$ cat src/rtl/hsid_pkg.sv
// Shared types and default widths for the HSID pixel-identification controller.
package hsid_pkg;

    localparam int HSID_HSP_BANDS_WIDTH   = 8;
    localparam int HSID_HSP_LIBRARY_WIDTH = 8;
    localparam int HSID_MSE_TIMEOUT       = 64;

    typedef enum logic [3:0] {
        IDLE              = 4'd0,
        CONFIG            = 4'd1,
        READ_HSP_CAPTURED = 4'd2,
        COMPUTE_MSE       = 4'd3,
        WAIT_MSE          = 4'd4,
        COMPARE_MSE       = 4'd5,
        DONE              = 4'd6,
        ERROR             = 4'd7,
        CLEAR             = 4'd8
    } hsid_main_ctrl_state_t;

endpackage

$ cat src/rtl/hsid_band_pack_seq.sv
// Band-pack issue/delivery sequencer: pops both FIFOs until every pack of every
// reference has been issued and qualifies each delivered pack with start/last.
module hsid_band_pack_seq #(
    parameter int HSP_BANDS_WIDTH   = 8,
    parameter int HSP_LIBRARY_WIDTH = 8
) (
    input  logic                         clk,
    input  logic                         rst_n,
    input  logic                         enable,
    input  logic                         initialize,
    input  logic                         fifo_captured_empty,
    input  logic                         fifo_ref_empty,
    input  logic [HSP_BANDS_WIDTH-1:0]   threshold,
    input  logic [HSP_LIBRARY_WIDTH-1:0] library_size,
    output logic                         read_en,
    output logic                         band_pack_valid,
    output logic                         band_pack_start,
    output logic                         band_pack_last,
    output logic [HSP_LIBRARY_WIDTH-1:0] hsp_ref_count,
    output logic                         last_ref
);

    localparam int IW = HSP_BANDS_WIDTH + HSP_LIBRARY_WIDTH;

    logic [IW-1:0]              issued_r;
    logic [IW-1:0]              total_s;
    logic [HSP_BANDS_WIDTH-1:0] pack_cnt_r;
    logic [HSP_BANDS_WIDTH-1:0] pack_cnt_next_s;

    assign total_s  = IW'(threshold) * IW'(library_size);
    assign read_en  = enable && !fifo_captured_empty && !fifo_ref_empty && (issued_r < total_s);
    assign last_ref = band_pack_last && (hsp_ref_count == library_size - 1'b1);

    // Pack index within the current reference as it will be after this cycle's delivery.
    always_comb begin
        pack_cnt_next_s = pack_cnt_r;
        if (band_pack_valid && band_pack_last) begin
            pack_cnt_next_s = '0;
        end else if (band_pack_valid) begin
            pack_cnt_next_s = pack_cnt_r + 1'b1;
        end else begin
            pack_cnt_next_s = pack_cnt_r;
        end
    end

    // Issue counter, pack index, reference index and the registered pack qualifiers.
    always_ff @(posedge clk or negedge rst_n) begin
        if (!rst_n) begin
            issued_r        <= '0;
            pack_cnt_r      <= '0;
            band_pack_valid <= 1'b0;
            band_pack_start <= 1'b0;
            band_pack_last  <= 1'b0;
            hsp_ref_count   <= '0;
        end else if (initialize) begin
            issued_r        <= '0;
            pack_cnt_r      <= '0;
            band_pack_valid <= 1'b0;
            band_pack_start <= 1'b0;
            band_pack_last  <= 1'b0;
            hsp_ref_count   <= '0;
        end else begin
            if (read_en) begin
                issued_r <= issued_r + 1'b1;
            end
            pack_cnt_r      <= pack_cnt_next_s;
            band_pack_valid <= read_en;
            // start/last are predicted from the post-delivery index so they stay registered
            band_pack_start <= read_en && (pack_cnt_next_s == '0);
            band_pack_last  <= read_en && (pack_cnt_next_s == threshold - 1'b1);
            if (band_pack_last) begin
                hsp_ref_count <= hsp_ref_count + 1'b1;
            end
        end
    end

endmodule

$ cat src/rtl/hsid_main_ctrl.sv
// HSID main controller: sequences configuration, captured-pixel load, band-pack
// streaming of all references and the final MSE compare, with watchdog and clear.
module hsid_main_ctrl
    import hsid_pkg::*;
#(
    parameter int HSP_BANDS_WIDTH   = HSID_HSP_BANDS_WIDTH,
    parameter int HSP_LIBRARY_WIDTH = HSID_HSP_LIBRARY_WIDTH,
    parameter int BANDS_PER_PACK    = 2,
    parameter int MSE_TIMEOUT       = HSID_MSE_TIMEOUT,
    parameter int PIXEL_COUNT_WIDTH = 16
) (
    input  logic                         clk,
    input  logic                         rst_n,
    input  logic                         clear,
    input  logic                         start,
    input  logic                         continuous,
    input  logic                         stop,
    input  logic [HSP_BANDS_WIDTH-1:0]   hsp_bands,
    input  logic [HSP_LIBRARY_WIDTH-1:0] hsp_library_size,
    input  logic                         fifo_captured_complete,
    input  logic                         fifo_captured_empty,
    input  logic                         fifo_ref_empty,
    input  logic                         fifo_ref_full,
    input  logic                         mse_valid,
    input  logic                         mse_comparison_valid,
    output logic                         fifo_both_read_en,
    output logic                         band_pack_valid,
    output logic                         band_pack_start,
    output logic                         band_pack_last,
    output logic [HSP_LIBRARY_WIDTH-1:0] hsp_ref_count,
    output logic [PIXEL_COUNT_WIDTH-1:0] pixel_count,
    output logic                         initialize,
    output logic                         idle,
    output logic                         ready,
    output logic                         done,
    output logic                         error,
    output logic                         cancelled
);

    localparam int LOG2_BPP = $clog2(BANDS_PER_PACK);
    localparam int TW       = $clog2(MSE_TIMEOUT + 1);
    localparam int PW       = HSP_LIBRARY_WIDTH + 1;

    hsid_main_ctrl_state_t state_r, state_next_s;

    logic [HSP_BANDS_WIDTH-1:0]   cfg_hsp_bands_r;
    logic [HSP_LIBRARY_WIDTH-1:0] cfg_hsp_library_size_r;
    logic                         cfg_continuous_r;
    logic [HSP_BANDS_WIDTH:0]     thr_sum_s;
    logic [HSP_BANDS_WIDTH-1:0]   cfg_band_pack_threshold_s;
    logic [PW-1:0]                mse_pending_r;
    logic [TW-1:0]                wd_timer_r;
    logic                         in_mse_s;
    logic                         wd_expired_s;
    logic                         last_ref_s;

    // Extra MSB keeps the round-up addition from overflowing at the maximum band count
    assign thr_sum_s = {1'b0, cfg_hsp_bands_r} + (HSP_BANDS_WIDTH + 1)'(BANDS_PER_PACK - 1);
    assign cfg_band_pack_threshold_s = HSP_BANDS_WIDTH'(thr_sum_s >> LOG2_BPP);

    assign idle       = (state_r == IDLE);
    assign ready      = (state_r == READ_HSP_CAPTURED) || (state_r == COMPUTE_MSE);
    assign done       = (state_r == DONE);
    assign error      = (state_r == ERROR);
    assign cancelled  = (state_r == CLEAR);
    assign initialize = (state_r == DONE) || (state_r == ERROR) || (state_r == CLEAR);

    assign in_mse_s     = (state_r == WAIT_MSE) || (state_r == COMPARE_MSE);
    assign wd_expired_s = in_mse_s && (wd_timer_r == TW'(MSE_TIMEOUT - 1));

    hsid_band_pack_seq #(
        .HSP_BANDS_WIDTH   (HSP_BANDS_WIDTH),
        .HSP_LIBRARY_WIDTH (HSP_LIBRARY_WIDTH)
    ) u_seq (
        .clk                 (clk),
        .rst_n               (rst_n),
        .enable              (state_r == COMPUTE_MSE),
        .initialize          (initialize),
        .fifo_captured_empty (fifo_captured_empty),
        .fifo_ref_empty      (fifo_ref_empty),
        .threshold           (cfg_band_pack_threshold_s),
        .library_size        (cfg_hsp_library_size_r),
        .read_en             (fifo_both_read_en),
        .band_pack_valid     (band_pack_valid),
        .band_pack_start     (band_pack_start),
        .band_pack_last      (band_pack_last),
        .hsp_ref_count       (hsp_ref_count),
        .last_ref            (last_ref_s)
    );

    // Next-state logic; clear outranks every other transition in the active states.
    always_comb begin
        state_next_s = state_r;
        case (state_r)
            IDLE: begin
                if (start) state_next_s = CONFIG;
                else       state_next_s = IDLE;
            end
            CONFIG: begin
                if (clear)                                          state_next_s = CLEAR;
                else if ((hsp_bands == '0) || (hsp_library_size == '0)) state_next_s = ERROR;
                else                                                state_next_s = READ_HSP_CAPTURED;
            end
            READ_HSP_CAPTURED: begin
                if (clear)                       state_next_s = CLEAR;
                else if (fifo_captured_complete) state_next_s = COMPUTE_MSE;
                else                             state_next_s = READ_HSP_CAPTURED;
            end
            COMPUTE_MSE: begin
                if (clear)              state_next_s = CLEAR;
                else if (fifo_ref_full) state_next_s = ERROR;
                else if (last_ref_s)    state_next_s = WAIT_MSE;
                else                    state_next_s = COMPUTE_MSE;
            end
            WAIT_MSE: begin
                if (clear)                                       state_next_s = CLEAR;
                else if (mse_valid && (mse_pending_r == PW'(1))) state_next_s = COMPARE_MSE;
                else if (wd_expired_s)                           state_next_s = ERROR;
                else                                             state_next_s = WAIT_MSE;
            end
            COMPARE_MSE: begin
                if (clear)                     state_next_s = CLEAR;
                else if (mse_comparison_valid) state_next_s = DONE;
                else if (wd_expired_s)         state_next_s = ERROR;
                else                           state_next_s = COMPARE_MSE;
            end
            DONE: begin
                if (cfg_continuous_r && !stop && !clear) state_next_s = READ_HSP_CAPTURED;
                else                                     state_next_s = IDLE;
            end
            ERROR:   state_next_s = IDLE;
            CLEAR:   state_next_s = IDLE;
            default: state_next_s = IDLE;
        endcase
    end

    // State register.
    always_ff @(posedge clk or negedge rst_n) begin
        if (!rst_n) state_r <= IDLE;
        else        state_r <= state_next_s;
    end

    // Configuration latch; parked at all ones whenever the block returns to IDLE.
    always_ff @(posedge clk or negedge rst_n) begin
        if (!rst_n) begin
            cfg_hsp_bands_r        <= '1;
            cfg_hsp_library_size_r <= '1;
            cfg_continuous_r       <= 1'b1;
        end else if (state_r == CONFIG) begin
            cfg_hsp_bands_r        <= hsp_bands;
            cfg_hsp_library_size_r <= hsp_library_size;
            cfg_continuous_r       <= continuous;
        end else if ((state_next_s == IDLE) && (state_r != IDLE)) begin
            cfg_hsp_bands_r        <= '1;
            cfg_hsp_library_size_r <= '1;
            cfg_continuous_r       <= 1'b1;
        end
    end

    // References streamed but not yet compared by the MSE pipeline.
    always_ff @(posedge clk or negedge rst_n) begin
        if (!rst_n) begin
            mse_pending_r <= '0;
        end else if (initialize) begin
            mse_pending_r <= '0;
        end else begin
            case ({band_pack_last, mse_comparison_valid})
                2'b10: mse_pending_r <= mse_pending_r + 1'b1;
                2'b01: begin
                    if (mse_pending_r != '0) mse_pending_r <= mse_pending_r - 1'b1;
                end
                default: mse_pending_r <= mse_pending_r;
            endcase
        end
    end

    // Watchdog over the combined WAIT_MSE/COMPARE_MSE residency.
    always_ff @(posedge clk or negedge rst_n) begin
        if (!rst_n)                       wd_timer_r <= '0;
        else if (initialize || !in_mse_s) wd_timer_r <= '0;
        else                              wd_timer_r <= wd_timer_r + 1'b1;
    end

    // Pixels completed since the last accepted start.
    always_ff @(posedge clk or negedge rst_n) begin
        if (!rst_n)                        pixel_count <= '0;
        else if ((state_r == IDLE) && start) pixel_count <= '0;
        else if (state_r == DONE)          pixel_count <= pixel_count + 1'b1;
    end

endmodule

$ cat config.mk
export PLATFORM = sky130hd
export DESIGN_NAME = hsid_main_ctrl
export DESIGN_NICKNAME = d
export VERILOG_FILES = /design/src/rtl/hsid_pkg.sv /design/src/rtl/hsid_band_pack_seq.sv /design/src/rtl/hsid_main_ctrl.sv
export SDC_FILE = /design/constraint.sdc
export NUM_CORES = 1
export LEC_CHECK = 0
export ABC_AREA = 1
export CORE_UTILIZATION = 35
export CTS_CLUSTER_SIZE = 24
export DETAILED_ROUTE_END_ITERATION = 8
export PLACE_DENSITY = 0.61
export SYNTH_ARGS = -nofsm -noshare
export SYNTH_HDL_FRONTEND = slang
export SYNTH_SLANG_ARGS = --single-unit
$ cat constraint.sdc
create_clock -name clk -period 7.5 [get_ports clk]
set_input_delay 1.125 -clock clk [delete_from_list [all_inputs] [get_ports clk]]
set_output_delay 1.125 -clock clk [all_outputs]
set_load 0.005 [all_outputs]
==> key figures <==
STA
  • Final Setup Violations: 0
  • Tightest hold margin: 0.460 ns
  • Final Hold Vio Count: 0
  • Post-route setup slack: 0.312 ns
  • Tcrit/Tclk final: 0.958
  • Fin. max-slew vios: 0
  • Max-slew headroom: 0.461
  • Fmax: 139 MHz
  • Worst-margin pin slew: 0.801 ns
  • Fin crit period: 7.19 ns
  • Setup Skew: 0.0123 ns

Clock network
  • Latest clock arrival within the worst-skew pair: 0.36 ns
  • H-Tree Depth: 3
  • Num CTS Buffers: 9
  • CTS sink cnt: 88
  • Clock Tree Buf Depth: 2
  • CTS tree: yes
  • CTS root buffer: clkbuf_16
  • CTS clk-pin slew, worst paths: 0.07 ns
  • CTS Hold Buffers Added: 0

Global route
  • Grt total ovfl: 0
  • Number of global-route vias before repair: 6,945
  • GRT Util Overall: 0.177
  • Antenna violations before repair: 0
  • First-pass GRT wire length: 32.5 mm
  • Largest net degree at the start of global routing: 61

Route
  • DR WL/cell: 13.2 microns
  • Final ANT Viol Nets: 0
  • Pre-antenna DRT Iters: 5
  • DRC violations left: 0
  • Via Count: 7,083
  • Detailed Route WL: 19.2 mm
  • Starting DRT DRC Count: 398
  • Vias/cell: 4.87

Setup path
  • Worst path bufs/invs: 8
  • Start of the worst register-to-register path: cfg_hsp_bands_r[0]
  • Worst r2r dst: u_seq.issued_r[4]
  • CP Launch Type: register
  • Capture point of the worst path: fifo_both_read_en
  • Worst-path fanout max: 4
  • WP depth: 33
  • Crit path kind: reg -> out
  • Critical Path AT: 6.06 ns
  • Most frequent CP cell: nand2_1
  • Crit. Startpoint: cfg_hsp_bands_r[0]
  • Reg2reg setup slack: 0.98 ns
  • Family with the most delay on the worst path: adder cells
  • Slowest-stage cell, CP: dfstp_2
  • CP required: 6.38 ns
  • FF-to-FF path depth: 34
  • Worst setup EP type: output port
  • CP max stage delay: 0.56 ns

Synthesis
  • Flops & latches, synth: 88
  • Synth area leader: dfrtp_1
  • Synth top area share: 0.227
  • Async set or reset register ratio after synthesis: 1.00
  • Syn Std Cell Area: 7830 sq um
  • Predominant post-synthesis flop cell: dfrtp_1
  • Unique masters post-synth: 42
  • Post-Synthesis Cells: 1,095
  • Syn Area/Cell: 7.15 sq um
  • Post-synth EDFFs: 0
  • Main area contributors after synthesis: dfrtp_1, nand2_1, ha_1, fa_1, inv_1
  • Post-synthesis sequential area ratio: 0.284
  • Synth warn: 0
  • Net count after synthesis: 1,222

Placed design
  • Post-DP HPWL: 14.9 mm
  • Pre-CTS setup slack: -0.0489 ns
  • PortBufs: 61
  • Gp weighted congestion: 0.876
  • Cell Area, Placed: 8800 sq um

Cells and area
  • Final net count: 1,296
  • Area Overhead vs Synth: 18.6%
  • Post-route cell area: 9290 sq um
  • Fill count: 2,284
  • N_diodes: 0
  • Share of layout cells above drive strength 1: 0.101

Die
  • Die X: 152 microns
  • Num rows: 54
  • Die ar.: 23,000 sq um
  • Initial Util: 0.358
  • Die Span Y: 152 microns
  • Core Box Area: 21,900 sq um
  • I/O Pins: 62

Worst hold path
  • Tightest Hold Check Type: reg -> reg
  • Hold_sp: wd_timer_r[0]

Run status
  • Status: completed

Flow run
  • Max cap viols: 0
-- Yosys cell counts (3+ instances only) --
master	count
xnor2_1	10
inv_1	167
clkbuf_1	11
a21o_1	3
nor2_1	150
nand3_1	88
inv_2	8
a211oi_1	3
xor2_1	29
o211ai_1	4
nor2_2	3
nor4_1	9
ha_1	63
nand4_1	9
buf_6	3
fa_1	36
o21ai_0	46
nor3_1	28
dfstp_2	17
nand2_1	247
or2_2	11
a21oi_1	51
buf_2	3
dfrtp_1	71
-- layout make-up --
cell class / count / area (sq um) / area share
Clock buffer: 9 / 225 / 0.0243
Clock inverter: 7 / 63.8 / 0.00687
Inverter: 177 / 664 / 0.0716
Multi-Input combinational cell: 809 / 4980 / 0.537
Sequential cell: 88 / 2220 / 0.239
Tap cell: 280 / 350 / 0.0377
Timing Repair Buffer: 84 / 776 / 0.0835
-- placed cells by master, fill, tap and decap left out, types with 3 or more instances in the layout --
cell type        count
nand4_1              9
a211oi_1             3
or2_2               11
buf_4               24
nand2_4              3
fa_1                36
ha_1                58
inv_1              164
a21o_1               3
nand3_1             86
ha_4                 4
xor2_1              29
nor2_1             145
o21ai_2              3
nor3_1              26
nand2_2              7
dfstp_2             17
nor2_2               8
xnor2_1              9
nor4_1               9
clkdlybuf4s50_1     59
a21oi_2              6
o211ai_1             4
nand2_1            241
o21ai_0             43
clkbuf_16            9
dfrtp_1             71
a21oi_1             45
inv_2               11
-- logic make-up after synthesis --
| family | after synthesis | share of synthesized area |
|---|---|---|
| adder cells (fa/ha/maj) | 99 | 0.193 |
| flip-flops | 88 | 0.284 |
| buffers and inverters | 198 | 0.0992 |
| AO/OA/AOI/OAI | 117 | 0.0809 |
| AND/OR/NAND/NOR | 554 | 0.300 |
| XOR/XNOR | 39 | 0.0436 |
-- metrics by stage --
stage / TNS (ns) / utilization / cells
6_report: 0 / 0.424 / 1454
5_1_grt: -0.0147 / 0.424 / 1454
2_1_floorplan: 0 / - / 1095
4_1_cts: 0 / 0.420 / 1450
3_3_place_gp: 0 / 0.402 / 1431
3_5_place_dp: -0.0489 / 0.402 / 1431
-- registers in the layout (all words and copies together), names as in the netlist, 4 cells and up --
name                    cells
pixel_count                16
mse_pending_r               9
wd_timer_r                  7
state_r                     4
u_seq.pack_cnt_r            8
u_seq.issued_r             16
cfg_hsp_bands_r             8
cfg_hsp_library_size_r      8
u_seq.hsp_ref_count         8
-- worst min path at each step --
stage	to	cells after the start	slack, ns
after floorplan	wd_timer_r[0]	1	0.43
after global placement	wd_timer_r[0]	1	0.45
after detailed placement	wd_timer_r[0]	1	0.46
after CTS	wd_timer_r[0]	1	0.47
after global routing	wd_timer_r[0]	1	0.49
final	wd_timer_r[0]	1	0.46
-- what timing repair did --
item / in CTS / in global routing
resized for setup: 23 / 18
buffers inserted: 3 / 4
setup endpoints to repair: 1 / 1
pin swaps: 10 / 20
-- per-layer routing --
layer,part of all wire,GRT usage,vias up
li1,-,-,3619
met1,0.47,0.224,3329
met2,0.48,0.305,121
met3,0.040,0.0341,14
met4,0.012,0.0500,0
met5,0,0,-
Power is left out: the tool's default activity adds up to more than one toggle a clock period on the data nets, which glitch-free logic cannot reach.
